## config.mk

```make
export PLATFORM = sky130hd
export DESIGN_NAME = mac_seq_ctrl
export DESIGN_NICKNAME = d
export VERILOG_FILES = /design/src/rtl/mac_seq_ctrl.sv
export SDC_FILE = /design/constraint.sdc
export NUM_CORES = 1
export LEC_CHECK = 0
export BUFFER_PORTS_ARGS = -buffer_cell sky130_fd_sc_hd__buf_2
export CAP_MARGIN = 10
export CORE_UTILIZATION = 43
export CTS_CLUSTER_DIAMETER = 120
export DETAILED_ROUTE_END_ITERATION = 6
export PLACE_DENSITY = 0.79
export SLEW_MARGIN = 10
export SYNTH_ARGS = -nofsm -noshare
export SYNTH_HDL_FRONTEND = slang
export SYNTH_SLANG_ARGS = --single-unit
```

## constraint.sdc

```tcl
create_clock -name clk -period 5.24 [get_ports clk]
set_clock_uncertainty 0.1 [all_clocks]
set_input_delay 1.048 -clock clk [delete_from_list [all_inputs] [get_ports clk]]
set_output_delay 1.048 -clock clk [all_outputs]
set_load 0.01 [all_outputs]
```

## src/rtl/mac_seq_ctrl.sv

```systemverilog
// mac_seq_ctrl: sequences a MAC lane array through clear, operand streaming, drain and result capture.
// Ports: clk/rst (async, active-high); start/vec_len/ch_mask job request; abort cancel;
// in_valid/in_ready/in_data/in_weight operand stream; mac_enable/mac_clear/mac_input/mac_weight
// array control; mac_valid/mac_overflow/mac_out array status; res_valid/res_ready/res_data/
// res_overflow/res_err result channel; busy/done status.
module mac_seq_ctrl #(
    parameter int NUM_CHANNELS = 4,
    parameter int DATA_WIDTH   = 8,
    parameter int OUTPUT_WIDTH = 16,
    parameter int LEN_WIDTH    = 8,
    parameter int MAC_LATENCY  = 2
) (
    input  logic                                 clk,
    input  logic                                 rst,
    input  logic                                 start,
    input  logic [LEN_WIDTH-1:0]                 vec_len,
    input  logic [NUM_CHANNELS-1:0]              ch_mask,
    input  logic                                 abort,
    input  logic                                 in_valid,
    output logic                                 in_ready,
    input  logic [DATA_WIDTH*NUM_CHANNELS-1:0]   in_data,
    input  logic [DATA_WIDTH*NUM_CHANNELS-1:0]   in_weight,
    output logic [NUM_CHANNELS-1:0]              mac_enable,
    output logic [NUM_CHANNELS-1:0]              mac_clear,
    output logic [DATA_WIDTH*NUM_CHANNELS-1:0]   mac_input,
    output logic [DATA_WIDTH*NUM_CHANNELS-1:0]   mac_weight,
    input  logic [NUM_CHANNELS-1:0]              mac_valid,
    input  logic [NUM_CHANNELS-1:0]              mac_overflow,
    input  logic [OUTPUT_WIDTH*NUM_CHANNELS-1:0] mac_out,
    output logic                                 res_valid,
    input  logic                                 res_ready,
    output logic [OUTPUT_WIDTH*NUM_CHANNELS-1:0] res_data,
    output logic [NUM_CHANNELS-1:0]              res_overflow,
    output logic                                 res_err,
    output logic                                 busy,
    output logic                                 done
);
    typedef enum logic [2:0] {IDLE, CLEAR, STREAM, DRAIN, RESULT} state_t;
    state_t state_q, state_d;
    logic [LEN_WIDTH-1:0] len_q, len_d, cnt_q, cnt_d;
    logic [NUM_CHANNELS-1:0] mask_q, mask_d, en_q, en_d, clr_q, clr_d, ovf_q, ovf_d;
    logic [DATA_WIDTH*NUM_CHANNELS-1:0] din_q, din_d, wt_q, wt_d;
    logic [OUTPUT_WIDTH*NUM_CHANNELS-1:0] rdata_q, rdata_d, lane_mask;
    logic [3:0] dcnt_q, dcnt_d;
    logic err_q, err_d, done_q, done_d;
    for (genvar i = 0; i < NUM_CHANNELS; i++) begin : g_lane
        assign lane_mask[i*OUTPUT_WIDTH +: OUTPUT_WIDTH] = {OUTPUT_WIDTH{mask_q[i]}};
    end
    always_comb begin
        state_d = state_q;
        len_d   = len_q;
        mask_d  = mask_q;
        cnt_d   = cnt_q;
        dcnt_d  = dcnt_q;
        en_d    = '0;
        clr_d   = '0;
        din_d   = din_q;
        wt_d    = wt_q;
        rdata_d = rdata_q;
        ovf_d   = ovf_q;
        err_d   = err_q;
        done_d  = 1'b0;
        if (abort && state_q != IDLE) begin
            state_d = IDLE;
            clr_d   = '1;
            err_d   = 1'b0;
        end else begin
            case (state_q)
                IDLE: begin
                    // A rejected request reports res_err alongside its done pulse for one cycle only.
                    err_d = 1'b0;
                    if (start && vec_len != '0 && ch_mask != '0) begin
                        len_d   = vec_len;
                        mask_d  = ch_mask;
                        cnt_d   = '0;
                        clr_d   = ch_mask;
                        state_d = CLEAR;
                    end else if (start) begin
                        done_d = 1'b1;
                        err_d  = 1'b1;
                    end
                end
                CLEAR: state_d = STREAM;
                STREAM: begin
                    if (in_valid) begin
                        en_d  = mask_q;
                        din_d = in_data;
                        wt_d  = in_weight;
                        cnt_d = cnt_q + 1'b1;
                        // Compare against len-1 so a full-range length never needs a wider counter.
                        if (cnt_q == len_q - 1'b1) begin
                            dcnt_d  = '0;
                            state_d = DRAIN;
                        end
                    end
                end
                DRAIN: begin
                    // DRAIN starts on the cycle carrying the last enable and spans MAC_LATENCY cycles.
                    if (dcnt_q == 4'(MAC_LATENCY - 1)) begin
                        rdata_d = mac_out & lane_mask;
                        ovf_d   = mac_overflow & mask_q;
                        err_d   = (mac_valid & mask_q) != mask_q;
                        state_d = RESULT;
                    end else begin
                        dcnt_d = dcnt_q + 4'd1;
                    end
                end
                RESULT: begin
                    if (res_ready) begin
                        done_d  = 1'b1;
                        state_d = IDLE;
                    end
                end
                default: state_d = IDLE;
            endcase
        end
    end
    always_ff @(posedge clk or posedge rst) begin
        if (rst) begin
            state_q <= IDLE;
            len_q   <= '0;
            mask_q  <= '0;
            cnt_q   <= '0;
            dcnt_q  <= '0;
            en_q    <= '0;
            clr_q   <= '0;
            din_q   <= '0;
            wt_q    <= '0;
            rdata_q <= '0;
            ovf_q   <= '0;
            err_q   <= 1'b0;
            done_q  <= 1'b0;
        end else begin
            state_q <= state_d;
            len_q   <= len_d;
            mask_q  <= mask_d;
            cnt_q   <= cnt_d;
            dcnt_q  <= dcnt_d;
            en_q    <= en_d;
            clr_q   <= clr_d;
            din_q   <= din_d;
            wt_q    <= wt_d;
            rdata_q <= rdata_d;
            ovf_q   <= ovf_d;
            err_q   <= err_d;
            done_q  <= done_d;
        end
    end
    assign in_ready     = state_q == STREAM;
    assign busy         = state_q != IDLE;
    assign res_valid    = state_q == RESULT;
    assign mac_enable   = en_q;
    assign mac_clear    = clr_q;
    assign mac_input    = din_q;
    assign mac_weight   = wt_q;
    assign res_data     = rdata_q;
    assign res_overflow = ovf_q;
    assign res_err      = err_q;
    assign done         = done_q;
endmodule

```

# ---- Yosys cells after proc, flatten, opt, wreduce, memory -nomap -nowiden
# Index checks and enable logic that the tools add are counted.
# W data, S select, Z words.
dict set report totals {
  elab_cells 81
  out_inout_bits 145
  input_bits 154
  reg_bits 169
}
dict set report op_classes {
  mux 28
  n_reduce_logical 17
  addsub 3
  n_eq_ne 16
  bitwise_logic 4
}
# operator count
set ops {}
lappend ops {{$and A64 B64 Y64} 1}
lappend ops {{$mux W4} 9}
lappend ops {{$mux W3} 6}
lappend ops {{$mux W8} 2}
lappend ops {{$pmux W8 S2} 1}
lappend ops {{$pmux W3 S5} 1}
lappend ops {{$reduce_and A5 Y1} 2}
lappend ops {{$reduce_and A3 Y1} 3}
lappend ops {{$add A8 B1 Y8 const B} 1}
lappend ops {{$and A4 B4 Y4} 2}
lappend ops {{$eq A8 B8 Y1} 1}
lappend ops {{$pmux W4 S2} 1}
lappend ops {{$reduce_bool A8 Y1} 1}
lappend ops {{$sub A8 B1 Y8 const B} 1}
lappend ops {{$eq A3 B2 Y1 const B} 2}
lappend ops {{$mux W1} 6}
lappend ops {{$ne A2 B2 Y1 const B} 3}
lappend ops {{$ne A3 B1 Y1 const B} 2}
lappend ops {{$ne A3 B3 Y1 const B} 2}
lappend ops {{$reduce_bool A3 Y1} 2}
lappend ops {{$add A4 B1 Y4 const B} 1}
lappend ops {{$eq A4 B1 Y1 const B} 1}
lappend ops {{$ne A4 B4 Y1} 1}
lappend ops {{$pmux W1 S2} 2}
lappend ops {{other kinds (11)} 14}

# ---- Logic depth before layout (Yosys ltp)
dict set report logic_depth {
  word_depth 6
  ltp_mapped 10
  mapped_depth_nobuf 8
}

# ---- Worst setup path before layout
# No wires, ideal clock.
dict set report synth_timing {
  kind {input to register}
  startpoint {input port ch_mask[0]}
  endpoint {register mask_q[0]}
  required_time_ps 5008
  path_buffers 2
  setup_ps 132
  arrival_ps 2080
  cell_stages 7
  slack_ps 2928
  cell_sequence {o41ai_1 > a21oi_1 > nor2b_1 > buf_2 > clkbuf_1 > nand2_1 > o21ai_0}
}
dict set report synth_between {
  elab_chain_len 3
}
# item line_no
set synth_lines {}
lappend synth_lines {{start, declared} 17} ;# input logic [NUM_CHANNELS-1:0] ch_mask,
lappend synth_lines {{$reduce_bool A4 Y1} 72} ;# if (start && vec_len != '0 && ch_mask != '0) begin
lappend synth_lines {{$logic_and A1 B1 Y1} 72}
lappend synth_lines {{$reduce_and A3 Y1 (no line)} --}
lappend synth_lines {{end signal, assigned} 136} ;# mask_q <= mask_d;
lappend synth_lines {{end, declared} 41} ;# logic [NUM_CHANNELS-1:0] mask_q, mask_d, en_q, en_d, clr_q, clr_d, ovf_q, ovf_d;
# Several ways; a longest one is shown, not always the timed one.
# A chain may end at the register's enable or synchronous reset.

# ---- Worst setup path in the final report
dict set report layout_timing {
  startpoint {register dcnt_q[0]}
  endpoint {register rdata_q[51] (netlist: res_data[51])}
}
dict set report layout_between {
  elab_chain_len 2
}
# item line_no
set layout_lines {}
lappend layout_lines {{start, declared} 44} ;# logic [3:0] dcnt_q, dcnt_d;
lappend layout_lines {{start signal, assigned} 138} ;# dcnt_q <= dcnt_d;
lappend layout_lines {{$eq A4 B1 Y1} 99} ;# if (dcnt_q == 4'(MAC_LATENCY - 1)) begin
lappend layout_lines {{$reduce_and A3 Y1 (no line)} --}
lappend layout_lines {{end signal, assigned} 143} ;# rdata_q <= rdata_d;
lappend layout_lines {{end, declared} 43} ;# logic [OUTPUT_WIDTH*NUM_CHANNELS-1:0] rdata_q, rdata_d, lane_mask;
# No other way between the ends.

==> flow_summary.ini <==
[timing]
clock.fmax_mhz = 338.9
timing.hold.ws_ns = 0.3670
finalHoldViolations = 0
setup_violations = 0
relSlewSlack_pct = 40.50
worstMarginPinSlew_ns = 0.8926
fin_tns_setup_ns = 0
slew_viol_final = 0
rsz0062_at_grt = no
period_minus_slack_ns = 2.951
min_period_over_period_pct = 56.31

[cells_and_area]
drive_above_1_share_pct = 32.67
fin_nets = 1201
fillers = 1378
num_antenna_cells = 0
final_area_mm2 = 0.009161
multiInputGateArea_mm2 = 0.002491
syn2layout_area_growth_pct = 32.48
seq_area_mm2 = 0.004229

[hold_path]
min_path_type = reg -> reg

[synthesis]
postSynth.asyncResetShare_pct = 100.0
yosysMostFrequentCell = nand2_1
synth-edff-count = 0
ys_types = 40
synth_area_leader_cell = dfrtp_1
ys_ff_latch = 169
yosys.area_share.simple_pct = 23.72
ys_warn_count = 0
synth_nets = 921
synthMuxAreaShare_pct = 0.8142
synth_top_family_by_area = simple AND/OR/NAND/NOR gates
synthTopCellsByCount = nand2_1 (351), dfrtp_1 (169), o21ai_0 (81)
synthFlopType = dfrtp_1
synth-compound-area-share_pct = 8.468
synthAdderAreaFrac_pct = 0.7237
ys_seq_area_share_pct = 61.15
syn_inst = 763
synth.area.top_cells = dfrtp_1 (61%), nand2_1 (19%), o21ai_0 (5.9%)
avgSynthCellArea_um2 = 9.063
synthXorXnorAreaFrac_pct = 2.026
synth_area_mm2 = 0.006915
yosys.area.top_type_share_pct = 61.15

[clock_network]
cts_tree = done
cts_hold_buf = 0
cts_max_path_buffers = 2
post_cts_buffers = 0
ctsResizeCount = 0
clk_pin_slew_ns = 0.06
cts_made_buffers = 17
clock_latency_ns = 0.41
clock-sinks = 169
ctsRootBufferMaster = clkbuf_16
h-tree-depth = 4

[power_and_ir_drop]
p_int_mw = 2.612
p_comb_share_pct = 21.3
seqPwrFrac_pct = 45.9
power.density_mw_per_mm2 = 413.2
switching_power_mw = 1.174
finalPower_mw = 3.785
peakVddDrop_mv = 0.2594
leakage_nw = 5.066
clock_power_share_pct = 32.8
netSwitchingFraction_pct = 31.00

[worst_setup_path]
worstPathArrival_ns = 3.13
endpoint_kind = flip-flop
crit_path_max_fanout = 101
start_kind = flip-flop
cp.required_ns = 5.42
regToRegSetupSlack_ns = 2.29
critPathKind = reg -> reg

[floorplan]
fp.dieH_um = 128.8
die-area_mm2 = 0.01659
rows = 45
start_util_pct = 44.83
fp.dieW_um = 128.8
pin_count = 299
coreArea_mm2 = 0.01543

[detailed_routing]
drt_iter0_markers = 289
routed_via_density = 4.807
wirelength_um = 17590
first_pass_iters = 4
wire_per_inst_um = 13.88
drc = 0
vias = 6090
ant_nets = 0

[placement]
place_area_mm2 = 0.008574
gp_congestion = 0.7978
portBuffers = 298
hpwl_um = 12570

[grt]
overflow = 0
grt_pass1_vias = 5732
grt_pass1_wl_um = 27450
track_usage_pct = 21.24
grt_start_max_net_pins = 170
antenna_found_initial = 0

[job]
cap_violations = 0

[status]
run_status = completed
worst paths after layout:
path	startpoint	end	cells past startpoint
worst min register to register	mac_weight[9]	mac_weight[9]	2
worst max register to register	dcnt_q[0]	res_data[51]	7
worst min-delay path	mac_weight[9]	mac_weight[9]	2
max in group asynchronous	rst	mac_weight[14]	3
worst max-delay path	dcnt_q[0]	res_data[51]	7
min in group asynchronous	rst	len_q[0]	3
flip-flops by register name, indices dropped and copies added (netlist names):
register,cells
mac_input,32
mac_enable,4
res_data,64
state_q,3
mask_q,4
mac_weight,32
res_overflow,4
cnt_q,8
len_q,8
done,1
res_err,1
mac_clear,4
dcnt_q,4
metrics by stage:
step	setup slack (ns)	utilization [%]	instances
5_1_grt	1.974	59.38	1267
3_3_place_gp	2.192	55.58	1235
2_1_floorplan	1.937	-	763
6_report	2.289	59.38	1267
3_5_place_dp	2.183	55.58	1235
4_1_cts	2.278	59.38	1267
placed cells by master (no fill, tap or decap), drive strengths merged, types with 5 or more instances in the layout:
cell | Yosys | final
nand3 | 7 | 7
nor2b | 5 | 5
clkbuf | 33 | 19
clkinvlp | 0 | 5
xor2 | 10 | 10
o21ai | 84 | 84
xnor2 | 6 | 6
dfrtp | 169 | 169
buf | 9 | 303
mux2 | 5 | 5
inv | 12 | 14
nor2 | 18 | 18
nand2 | 351 | 351
power by group through the flow:
stage / sequential [mW] / combinational [mW] / clock [mW]
after CTS: 1.74 / 0.819 / 1.27
after global routing: 1.77 / 0.905 / 1.32
after floorplan: 1.80 / 0.378 / 0
final: 1.74 / 0.806 / 1.24
after global placement: 1.75 / 0.801 / 0
after detailed placement: 1.75 / 0.826 / 0
critical path: stages, from the launching register on:
cell     delay, ns
dfrtp_1       0.46
ha_1          0.17
nor3b_1       0.37
and2_1        0.29
nand3_4       0.65
buf_4         0.53
nand2_1       0.10
o21ai_0       0.09
area by class of cell:
| cell class | count | share of cell area, % |
|---|---|---|
| clock buffer | 19 | 4.835 |
| clock inverter | 13 | 1.571 |
| inverter | 12 | 0.5326 |
| multi-input combinational | 540 | 27.19 |
| sequential | 169 | 46.16 |
| tap | 211 | 2.882 |
| timing repair buffer | 303 | 16.83 |
per-layer routing:
layer  wire length (µm)  part of all wire, %  up-vias  GRT usage (%)
met5                  0                    0        -              0
met4                325                  1.8        0          7.197
met1               7333                   42     2825          25.96
li1                   -                    -     2995              -
met3               1531                  8.7       28          6.403
met2               8402                   48      242          35.83
cell families after synthesis:
logic type	Yosys count
AOI/OAI and AO/OA	106
and+or+nand+nor	409
adders and majority gates	4
DFF	169
muxes	5
buffers and inverters	54
xor gates and xnor gates	16
No activity file was read; power rests on OpenSTA's default activity.
